File: config.mk
export PLATFORM = sky130hd
export DESIGN_NAME = qsys_btn_debounce
export DESIGN_NICKNAME = d
export VERILOG_FILES = /design/src/rtl/qsys_btn_pkg.sv /design/src/rtl/qsys_btn_debounce_chan.sv /design/src/rtl/qsys_btn_debounce.sv
export SDC_FILE = /design/constraint.sdc
export NUM_CORES = 1
export LEC_CHECK = 0
export CORE_ASPECT_RATIO = 1.75
export CORE_MARGIN = 8
export CORE_UTILIZATION = 48
export CTS_BUF_LIST = sky130_fd_sc_hd__clkbuf_8
export DETAILED_ROUTE_END_ITERATION = 8
export GPL_ROUTABILITY_DRIVEN = 0
export MAX_ROUTING_LAYER = met4
export PLACE_DENSITY = 0.79
export SLEW_MARGIN = 20
export SYNTH_ARGS = -nofsm -noshare
export SYNTH_HDL_FRONTEND = slang
export SYNTH_SLANG_ARGS = --single-unit
File: constraint.sdc
create_clock -name clk -period 2.98 [get_ports clk]
set_input_delay 0.596 -clock clk [delete_from_list [all_inputs] [get_ports clk]]
set_output_delay 0.596 -clock clk [all_outputs]
set_load 0.01 [all_outputs]
File: src/rtl/qsys_btn_pkg.sv
// Shared defaults and helpers for the button debouncer slice.
package qsys_btn_pkg;

  localparam int unsigned BTN_WIDTH        = 8;
  localparam int unsigned BTN_TICK_DIV     = 50000;
  localparam int unsigned BTN_STABLE_TICKS = 20;

  // Bits needed to hold any value 0..max_val; never less than one bit.
  function automatic int unsigned cnt_width(input int unsigned max_val);
    int unsigned w;
    w = $clog2(max_val + 1);
    return (w < 1) ? 1 : w;
  endfunction

endpackage

File: src/rtl/qsys_btn_debounce_chan.sv
// One button channel: 2-flop synchronizer, stability counter, debounced level and change strobe.
module qsys_btn_debounce_chan
  import qsys_btn_pkg::*;
#(
  parameter int unsigned STABLE_TICKS = BTN_STABLE_TICKS,
  parameter logic        RESET_LEVEL  = 1'b1
) (
  input  logic clk,
  input  logic reset_n,
  input  logic tick,
  input  logic btn_in,
  output logic btn_out,
  output logic btn_change
);

  localparam int unsigned     CW   = cnt_width(STABLE_TICKS);
  localparam logic [CW-1:0]   LAST = CW'(STABLE_TICKS - 1);

  logic          s1_q, s1_d;
  logic          s2_q, s2_d;
  logic [CW-1:0] cnt_q, cnt_d;
  logic          out_q, out_d;
  logic          chg_q, chg_d;

  // Next-state: any agreeing sample clears the count; a full run of mismatching ticks commits the new level.
  always_comb begin
    s1_d  = btn_in;
    s2_d  = s1_q;
    cnt_d = cnt_q;
    out_d = out_q;
    chg_d = 1'b0;
    if (s2_q == out_q) begin
      cnt_d = '0;
    end else if (tick && (cnt_q == LAST)) begin
      out_d = s2_q;
      cnt_d = '0;
      chg_d = 1'b1;
    end else if (tick) begin
      cnt_d = cnt_q + CW'(1);
    end
  end

  // State registers with synchronous active-low reset.
  always_ff @(posedge clk) begin
    if (!reset_n) begin
      s1_q  <= RESET_LEVEL;
      s2_q  <= RESET_LEVEL;
      cnt_q <= '0;
      out_q <= RESET_LEVEL;
      chg_q <= 1'b0;
    end else begin
      s1_q  <= s1_d;
      s2_q  <= s2_d;
      cnt_q <= cnt_d;
      out_q <= out_d;
      chg_q <= chg_d;
    end
  end

  assign btn_out    = out_q;
  assign btn_change = chg_q;

endmodule

File: src/rtl/qsys_btn_debounce.sv
// Multi-channel button debouncer: shared sample-tick prescaler feeding WIDTH independent channels.
module qsys_btn_debounce
  import qsys_btn_pkg::*;
#(
  parameter int unsigned      WIDTH        = BTN_WIDTH,
  parameter int unsigned      TICK_DIV     = BTN_TICK_DIV,
  parameter int unsigned      STABLE_TICKS = BTN_STABLE_TICKS,
  parameter logic [WIDTH-1:0] RESET_LEVEL  = '1
) (
  input  logic             clk,
  input  logic             reset_n,
  input  logic [WIDTH-1:0] btn_in,
  output logic [WIDTH-1:0] btn_out,
  output logic [WIDTH-1:0] btn_change
);

  localparam int unsigned   PW    = cnt_width(TICK_DIV - 1);
  localparam logic [PW-1:0] PLAST = PW'(TICK_DIV - 1);

  logic [PW-1:0] pcnt_q, pcnt_d;
  logic          tick;

  // Prescaler: tick on the last count, then wrap to zero.
  always_comb begin
    tick   = (pcnt_q == PLAST);
    pcnt_d = tick ? '0 : pcnt_q + PW'(1);
  end

  // Prescaler register.
  always_ff @(posedge clk) begin
    if (!reset_n) begin
      pcnt_q <= '0;
    end else begin
      pcnt_q <= pcnt_d;
    end
  end

  for (genvar i = 0; i < WIDTH; i++) begin : g_chan
    qsys_btn_debounce_chan #(
      .STABLE_TICKS (STABLE_TICKS),
      .RESET_LEVEL  (RESET_LEVEL[i])
    ) u_chan (
      .clk        (clk),
      .reset_n    (reset_n),
      .tick       (tick),
      .btn_in     (btn_in[i]),
      .btn_out    (btn_out[i]),
      .btn_change (btn_change[i])
    );
  end

endmodule

==> results of run 1 <==
## power by group through the flow
| stage | sequential (mW) | clock (mW) | combinational (mW) |
|---|---|---|---|
| 2_1_floorplan | 1.22 | 0 | 0.0296 |
| 3_3_place_gp | 1.22 | 0 | 0.0465 |
| 3_5_place_dp | 1.22 | 0 | 0.0475 |
| 4_1_cts | 1.20 | 0.903 | 0.0482 |
| 5_1_grt | 1.20 | 0.947 | 0.0527 |
| 6_report | 1.20 | 0.888 | 0.0469 |
## critical path: stages (launching register included)
cell,delay [ns]
sky130_fd_sc_hd__dfxtp_1,0.37
sky130_fd_sc_hd__or4_4,0.63
sky130_fd_sc_hd__or4_1,0.41
sky130_fd_sc_hd__buf_4,0.26
sky130_fd_sc_hd__nand2_1,0.40
sky130_fd_sc_hd__nor2_1,0.13
## through the flow
stage / power [mW] / util
finish: 2.132 / 0.5522
global route: 2.199 / 0.5522
CTS: 2.147 / 0.5522
detailed placement: 1.272 / 0.5248
global placement: 1.271 / 0.5248
floorplan: 1.250 / -
## layout by cell type (no fill, tap or decap), drive strengths merged, types with 16 or more instances in the layout
cell / Yosys / layout
a21oi: 24 / 24
clkdlybuf4s50: 0 / 25
dfxtp: 88 / 88
mux2i: 16 / 16
nand2: 39 / 39
nand2b: 16 / 16
nand3: 30 / 30
nand3b: 20 / 20
nor2: 51 / 51
or3: 16 / 16
## cell type report
type / count / area share
Clock inverter: 3 / 0.008822
Inverter: 4 / 0.003415
Timing Repair Buffer: 35 / 0.07399
Multi-Input combinational cell: 318 / 0.4468
Tap cell: 90 / 0.02561
Clock buffer: 13 / 0.04069
Sequential cell: 88 / 0.4007
## final timing paths
check	slack, ns	startpoint	end
worst max-delay path	0.64	pcnt_q[5]	pcnt_q[3]
worst min-delay path	0.41	g_chan[6].u_chan.s1_q	g_chan[6].u_chan.s2_q
worst max register to register	0.64	pcnt_q[5]	pcnt_q[3]
worst min register to register	0.41	g_chan[6].u_chan.s1_q	g_chan[6].u_chan.s2_q
## cell families after synthesis
group                      count (synthesis)
muxes                                     16
xor gates and xnor gates                  22
buffers and inverters                     38
DFF                                       88
and+or+nand+nor                          223
adders and majority gates                  9
AOI/OAI and AO/OA                         48
## registers in the layout, summed over array words and instances, names as in the netlist
register	count
g_chan.u_chan.btn_change	8
g_chan.u_chan.btn_out	8
g_chan.u_chan.cnt_q	40
g_chan.u_chan.s1_q	8
g_chan.u_chan.s2_q	8
pcnt_q	16
## layer usage
layer | vias to the layer above | track usage | routed length, um
li1 | 1573 | - | -
met1 | 1448 | 0.1569 | 3328
met2 | 62 | 0.2536 | 4084
met3 | 18 | 0.02719 | 297
met4 | 0 | 0.09970 | 233
met5 | - | - | 0
==> metrics.txt, run 1 <==
# TYPE chip_impl_metric gauge
chip_impl_info{name="run_status",value="finished clean"} 1
chip_impl_metric{name="path_max_fanout",unit=""} 41
chip_impl_info{name="synth_top_flop_cell",value="sky130_fd_sc_hd__dfxtp_1"} 1
chip_impl_metric{name="final_design_area_no_fill",unit="um^2"} 4397
chip_impl_metric{name="synth-xor-area-share",unit=""} 0.04894
chip_impl_metric{name="fp.coreArea",unit="um^2"} 7963
chip_impl_metric{name="p_int",unit="mW"} 1.686
chip_impl_metric{name="portBuffers",unit=""} 25
chip_impl_metric{name="post-route-min-period",unit="ns"} 2.341
chip_impl_metric{name="num_io_pins",unit=""} 26
chip_impl_metric{name="synth-warning-count",unit=""} 0
chip_impl_metric{name="multi_input_area",unit="um^2"} 1964
chip_impl_metric{name="synth-edff-count",unit=""} 0
chip_impl_metric{name="flow.area_growth_from_synthesis",unit="%"} 11.66
chip_impl_metric{name="hold_depth",unit=""} 1
chip_impl_metric{name="route.detailed.wl_per_inst",unit="um"} 14.42
chip_impl_metric{name="p_leak",unit="nW"} 1.348
chip_impl_info{name="cts.root.buffer_cell",value="sky130_fd_sc_hd__clkbuf_8"} 1
chip_impl_metric{name="p_clk_frac",unit=""} 0.417
chip_impl_info{name="setup.worst_path.class",value="flip-flop to flip-flop"} 1
chip_impl_metric{name="post_synth_fa_ha_maj_area_fraction",unit=""} 0.02860
chip_impl_metric{name="layout.cells.non_filler",unit=""} 551
chip_impl_metric{name="timing.final.setup_violations",unit=""} 0
chip_impl_metric{name="die-height",unit="um"} 135.8
chip_impl_metric{name="starting_density",unit=""} 0.4945
chip_impl_metric{name="layout_setup_ws",unit="ns"} 0.6386
chip_impl_metric{name="timing.critical_path.required",unit="ns"} 3.22
chip_impl_metric{name="slew_viol_final",unit=""} 0
chip_impl_metric{name="timing.max_cap.violations",unit=""} 0
chip_impl_metric{name="power.share.switching",unit=""} 0.2094
chip_impl_metric{name="synth_area",unit="um^2"} 3938
chip_impl_metric{name="distinct_cell_type_count_of_the_synthesized_netlist",unit=""} 31
chip_impl_metric{name="detailedRoute.firstPassIterationCount",unit=""} 4
chip_impl_info{name="timing.hold.worst.class",value="flip-flop to flip-flop"} 1
chip_impl_metric{name="hold_buffers",unit=""} 0
chip_impl_metric{name="ratio_of_cells_with_drive_above_1_in_the_final_layout",unit=""} 0.07375
chip_impl_metric{name="grt_util_all_layers",unit=""} 0.1501
chip_impl_metric{name="cp.arrival",unit="ns"} 2.58
chip_impl_info{name="worstSetupStartpointType",value="flip-flop"} 1
chip_impl_metric{name="synth_fp_nets",unit=""} 463
chip_impl_metric{name="clock_sink_count",unit=""} 88
chip_impl_metric{name="synthesis.area_per_instance",unit="um^2"} 8.868
chip_impl_metric{name="grt_pass1_wl",unit="um"} 13540
chip_impl_metric{name="synth_top_area_share",unit=""} 0.4474
chip_impl_metric{name="netlist_instances",unit=""} 444
chip_impl_metric{name="antenna_violating_nets_post_route",unit=""} 0
chip_impl_metric{name="final_nets",unit=""} 475
chip_impl_metric{name="synthArstFlopShare",unit=""} 0
chip_impl_metric{name="chip_width",unit="um"} 84.47
chip_impl_metric{name="postCtsSetupBuffers",unit=""} 0
chip_impl_metric{name="antenna_cells",unit=""} 0
chip_impl_metric{name="clock.fmax",unit="GHz"} 0.4271
chip_impl_info{name="post-synth-top-count-cell",value="sky130_fd_sc_hd__dfxtp_1"} 1
chip_impl_metric{name="num_vias",unit=""} 3101
chip_impl_metric{name="post_cts_clock_slew_at_the_launch_and_capture_registers_of_the_worst_setup_and_hold_paths",unit="ns"} 0.09
chip_impl_info{name="synth_top_cell_by_area",value="sky130_fd_sc_hd__dfxtp_1"} 1
chip_impl_metric{name="clock_insertion_delay_at_the_later_pin_of_the_skew_report",unit="ns"} 0.37
chip_impl_info{name="tritoncts_clock_tree",value="yes"} 1
chip_impl_info{name="combinational_family_with_the_most_area_after_synthesis",value="simple AND/OR/NAND/NOR gates"} 1
chip_impl_metric{name="routed_vias_inst",unit=""} 5.628
chip_impl_info{name="post_synth_most_frequent_cells",value="88 x sky130_fd_sc_hd__dfxtp_1, 51 x sky130_fd_sc_hd__nor2_1, 39 x sky130_fd_sc_hd__nand2_1"} 1
chip_impl_metric{name="setup_slack_at_placement",unit="ns"} 0.6692
chip_impl_info{name="rsz0062_at_grt",value="false"} 1
chip_impl_metric{name="tightest_slew",unit="ns"} 0.7533
chip_impl_metric{name="cts_max_path_buffers",unit=""} 2
chip_impl_metric{name="yosys_register_bits",unit=""} 88
chip_impl_metric{name="place.detailed.instances",unit=""} 535
chip_impl_metric{name="yosysSeqAreaShare",unit=""} 0.4474
chip_impl_metric{name="grt_antenna_before_repair",unit=""} 0
chip_impl_metric{name="muxShareOfSynthArea",unit=""} 0.04067
chip_impl_metric{name="design.die.area",unit="um^2"} 11470
chip_impl_metric{name="number_of_gates_resized_after_cts",unit=""} 0
chip_impl_metric{name="h-tree-depth",unit=""} 3
chip_impl_metric{name="dp.final_hpwl",unit="um"} 5628
chip_impl_metric{name="grt_pass1_vias",unit=""} 2910
chip_impl_metric{name="max_slew_margin",unit=""} 0.4910
chip_impl_metric{name="totalNegativeSetupSlack",unit="ns"} 0
chip_impl_metric{name="combinationalPowerShare",unit=""} 0.022
chip_impl_metric{name="hold_viol",unit=""} 0
chip_impl_metric{name="overflow",unit=""} 0
chip_impl_metric{name="synth-compound-area-share",unit=""} 0.07404
chip_impl_metric{name="reg2regPathDepth",unit=""} 5
chip_impl_metric{name="sequential_cell_area",unit="um^2"} 1762
chip_impl_metric{name="cts-buffers-inserted",unit=""} 9
chip_impl_metric{name="vdd.ir_drop.worst",unit="uV"} 415.9
chip_impl_metric{name="routed_wirelength",unit="um"} 7943
chip_impl_info{name="synth.area.top_cells",value="sky130_fd_sc_hd__dfxtp_1 45%, sky130_fd_sc_hd__nor2_1 4.9%, sky130_fd_sc_hd__mux2i_1 4.1%"} 1
chip_impl_metric{name="final.setup_skew",unit="ns"} 0.007760
chip_impl_metric{name="cellPowerDensity",unit="nW/um^2"} 484.9
chip_impl_metric{name="pin_count_of_the_biggest_net_entering_global_routing",unit=""} 42
chip_impl_metric{name="drt_drc_violations_left",unit=""} 0
chip_impl_metric{name="final.hold.worst_slack",unit="ns"} 0.4081
chip_impl_metric{name="final_min_period_over_clock_period",unit=""} 0.7857
chip_impl_metric{name="fillerInstances",unit=""} 732
chip_impl_metric{name="synth_simple_gate_area_share",unit=""} 0.3051
chip_impl_metric{name="num_rows",unit=""} 43
chip_impl_metric{name="seq_power_share",unit=""} 0.561
chip_impl_metric{name="p_sw",unit="mW"} 0.4464
chip_impl_metric{name="drtIter0Drc",unit=""} 211
chip_impl_info{name="cp-end-kind",value="flip-flop"} 1
chip_impl_metric{name="area_post_placement",unit="um^2"} 4179
No activity file was read; power rests on OpenSTA's default activity.
==> run 2: changes to the inputs <==
Clock period 2.98 ns to 2.2 ns, I/O delays scaled along.
==> run 2 against run 1 <==
Design area grew 3.8%. Register-to-register slack lost 0.56 ns. First-iteration DRC count shrank 9.5%. Hold slack improved by 0.0042 ns. Fmax grew 10%. Critical path depth is 1 lower. Combinational power rose by 66%. Clock-buffer cell count down 1. Largest cell class unchanged.
==> metrics.txt, run 2 (synthesis results as in run 1) <==
# TYPE chip_impl_metric gauge
chip_impl_info{name="cts.root.buffer_cell",value="sky130_fd_sc_hd__clkbuf_8"} 1
chip_impl_metric{name="post-route-min-period",unit="ns"} 2.124
chip_impl_metric{name="routed_wirelength",unit="um"} 8424
chip_impl_metric{name="antenna_cells",unit=""} 0
chip_impl_metric{name="hold_buffers",unit=""} 0
chip_impl_metric{name="cts-buffers-inserted",unit=""} 9
chip_impl_metric{name="detailedRoute.firstPassIterationCount",unit=""} 4
chip_impl_metric{name="num_io_pins",unit=""} 26
chip_impl_info{name="worstSetupStartpointType",value="flip-flop"} 1
chip_impl_metric{name="post-layout-total-power",unit="mW"} 2.729
chip_impl_metric{name="path_max_fanout",unit=""} 9
chip_impl_metric{name="portBuffers",unit=""} 25
chip_impl_info{name="run_status",value="finished clean"} 1
chip_impl_metric{name="cts_max_path_buffers",unit=""} 2
chip_impl_info{name="tritoncts_clock_tree",value="yes"} 1
chip_impl_metric{name="p_leak",unit="nW"} 1.454
chip_impl_metric{name="timing.critical_path.slowest_cell_delay",unit="ns"} 0.62
chip_impl_metric{name="starting_density",unit=""} 0.4945
chip_impl_metric{name="flow.area_growth_from_synthesis",unit="%"} 15.92
chip_impl_info{name="ordered_cell_list_for_the_critical_path",value="or4_4 -> or4_4 -> or3_1 -> a21oi_2"} 1
chip_impl_metric{name="num_rows",unit=""} 43
chip_impl_info{name="timing.hold.worst.class",value="flip-flop to flip-flop"} 1
chip_impl_metric{name="die-height",unit="um"} 135.8
chip_impl_metric{name="final_min_period_over_clock_period",unit=""} 0.9653
chip_impl_metric{name="timing.critical_path.required",unit="ns"} 2.49
chip_impl_metric{name="ratio_of_cells_with_drive_above_1_in_the_final_layout",unit=""} 0.1167
chip_impl_metric{name="route.detailed.wl_per_inst",unit="um"} 14.78
chip_impl_metric{name="grt_antenna_before_repair",unit=""} 0
chip_impl_metric{name="fillerInstances",unit=""} 706
chip_impl_metric{name="grt_pass1_wl",unit="um"} 14750
chip_impl_metric{name="slew_viol_final",unit=""} 0
chip_impl_metric{name="grt_util_all_layers",unit=""} 0.1634
chip_impl_metric{name="routed_vias_inst",unit=""} 5.747
chip_impl_metric{name="antenna_violating_nets_post_route",unit=""} 0
chip_impl_metric{name="cellPowerDensity",unit="nW/um^2"} 597.8
chip_impl_metric{name="design.die.area",unit="um^2"} 11470
chip_impl_metric{name="timing.max_cap.violations",unit=""} 0
chip_impl_metric{name="post_cts_clock_slew_at_the_launch_and_capture_registers_of_the_worst_setup_and_hold_paths",unit="ns"} 0.08
chip_impl_info{name="cp-end-kind",value="flip-flop"} 1
chip_impl_metric{name="drtIter0Drc",unit=""} 191
chip_impl_info{name="layout_commonest_cell",value="sky130_fd_sc_hd__dfxtp_1"} 1
chip_impl_info{name="most_frequent_cp_cell",value="sky130_fd_sc_hd__or4_4"} 1
chip_impl_metric{name="max_slew_margin",unit=""} 0.5019
chip_impl_metric{name="cp.arrival",unit="ns"} 2.42
chip_impl_metric{name="final.hold.worst_slack",unit="ns"} 0.4123
chip_impl_info{name="crit_slowest_cell",value="sky130_fd_sc_hd__or4_4"} 1
chip_impl_metric{name="fp.coreArea",unit="um^2"} 7963
chip_impl_metric{name="clock_sink_count",unit=""} 88
chip_impl_metric{name="final.setup_skew",unit="ns"} 0.006958
chip_impl_info{name="rsz0062_at_grt",value="false"} 1
chip_impl_info{name="largest-register",value="g_chan.u_chan.cnt_q"} 1
chip_impl_info{name="largest_registers",value="g_chan.u_chan.cnt_q: 40 flops, pcnt_q: 16 flops"} 1
chip_impl_metric{name="hold_viol",unit=""} 0
chip_impl_metric{name="tightest_slew",unit="ns"} 0.7371
chip_impl_metric{name="pin_count_of_the_biggest_net_entering_global_routing",unit=""} 42
chip_impl_metric{name="chip_width",unit="um"} 84.47
chip_impl_metric{name="clock_insertion_delay_at_the_later_pin_of_the_skew_report",unit="ns"} 0.36
chip_impl_metric{name="final_nets",unit=""} 494
chip_impl_metric{name="totalNegativeSetupSlack",unit="ns"} 0
chip_impl_metric{name="overflow",unit=""} 0
chip_impl_metric{name="largest_register_ff_count",unit=""} 40
chip_impl_metric{name="grt_pass1_vias",unit=""} 3306
chip_impl_metric{name="drt_drc_violations_left",unit=""} 0
chip_impl_metric{name="clock.fmax",unit="GHz"} 0.4709
chip_impl_metric{name="timing.final.setup_violations",unit=""} 0
chip_impl_info{name="layout.cells.most_common_list",value="88 x sky130_fd_sc_hd__dfxtp_1, 51 x sky130_fd_sc_hd__nor2_1, 39 x sky130_fd_sc_hd__nand2_1"} 1
chip_impl_metric{name="h-tree-depth",unit=""} 3
chip_impl_metric{name="dp.final_hpwl",unit="um"} 5865
chip_impl_metric{name="num_vias",unit=""} 3276
chip_impl_metric{name="vdd.ir_drop.worst",unit="uV"} 413.1
chip_impl_info{name="setup.worst_path.class",value="flip-flop to flip-flop"} 1
## run 2: per-layer routing
| layer | track usage | vias to the layer above | wire, um | part of all wire |
|---|---|---|---|---|
| met5 | - | - | 0 | 0 |
| met4 | 0.1107 | 0 | 327 | 0.039 |
| met3 | 0.04169 | 26 | 359 | 0.043 |
| met2 | 0.2827 | 79 | 4388 | 0.52 |
| met1 | 0.1573 | 1552 | 3348 | 0.40 |
| li1 | - | 1619 | - | - |
## run 2: critical path: cells and delay by family, from the launching register on
family	cells	cell delay (ns)
flops	1	0.32
compound gates	1	0.15
simple gates	3	1.58
## run 2: final timing paths
kind                         startpoint                   endpoint  slack, ns  depth (start not counted)
hold reg to reg   g_chan[6].u_chan.s1_q      g_chan[6].u_chan.s2_q       0.41                          1
hold / removal    g_chan[6].u_chan.s1_q      g_chan[6].u_chan.s2_q       0.41                          1
setup / recovery              pcnt_q[5]  g_chan[5].u_chan.cnt_q[0]       0.08                          4
setup reg to reg              pcnt_q[5]  g_chan[5].u_chan.cnt_q[0]       0.08                          4
## run 2: through the flow
step | instances | setup WS (ns) | cell area (um^2) | utilization
3_5_place_dp | 554 | -0.02074 | 4359 | 0.5475
5_1_grt | 570 | 0.01445 | 4564 | 0.5732
2_1_floorplan | 444 | 0.01811 | 3938 | -
3_3_place_gp | 554 | 0.02560 | 4359 | 0.5475
4_1_cts | 570 | 0.08178 | 4547 | 0.5710
6_report | 570 | 0.07632 | 4564 | 0.5732
## run 2: what timing repair did
| item | in CTS | in global routing |
|---|---|---|
| gates resized for setup | 1 | 3 |
| buffers inserted | 0 | 0 |
| setup endpoints to repair | 7 | 8 |
| pin swaps | 0 | 0 |
| cloned | 0 | 0 |
## run 2: area by class of cell
cell class              instances  area [um^2]  share of cell area
clock buffers                  12        165.2             0.03618
multi-input cells             318         1986              0.4350
well taps                      90        112.6             0.02467
repair buffers                 54        505.5              0.1107
clock inverters                 4        18.77            0.004112
inverters                       4        15.01            0.003289
flip-flops and latches         88         1762              0.3860
## run 2: report_power, final
group / leakage [nW] / total (mW) / switching (mW) / internal, mW
Combinational: 0.638 / 0.0780 / 0.0395 / 0.0386
Clock: 0.103 / 1.03 / 0.539 / 0.493
Sequential: 0.713 / 1.62 / 0.00915 / 1.61
Total: 1.45 / 2.73 / 0.587 / 2.14
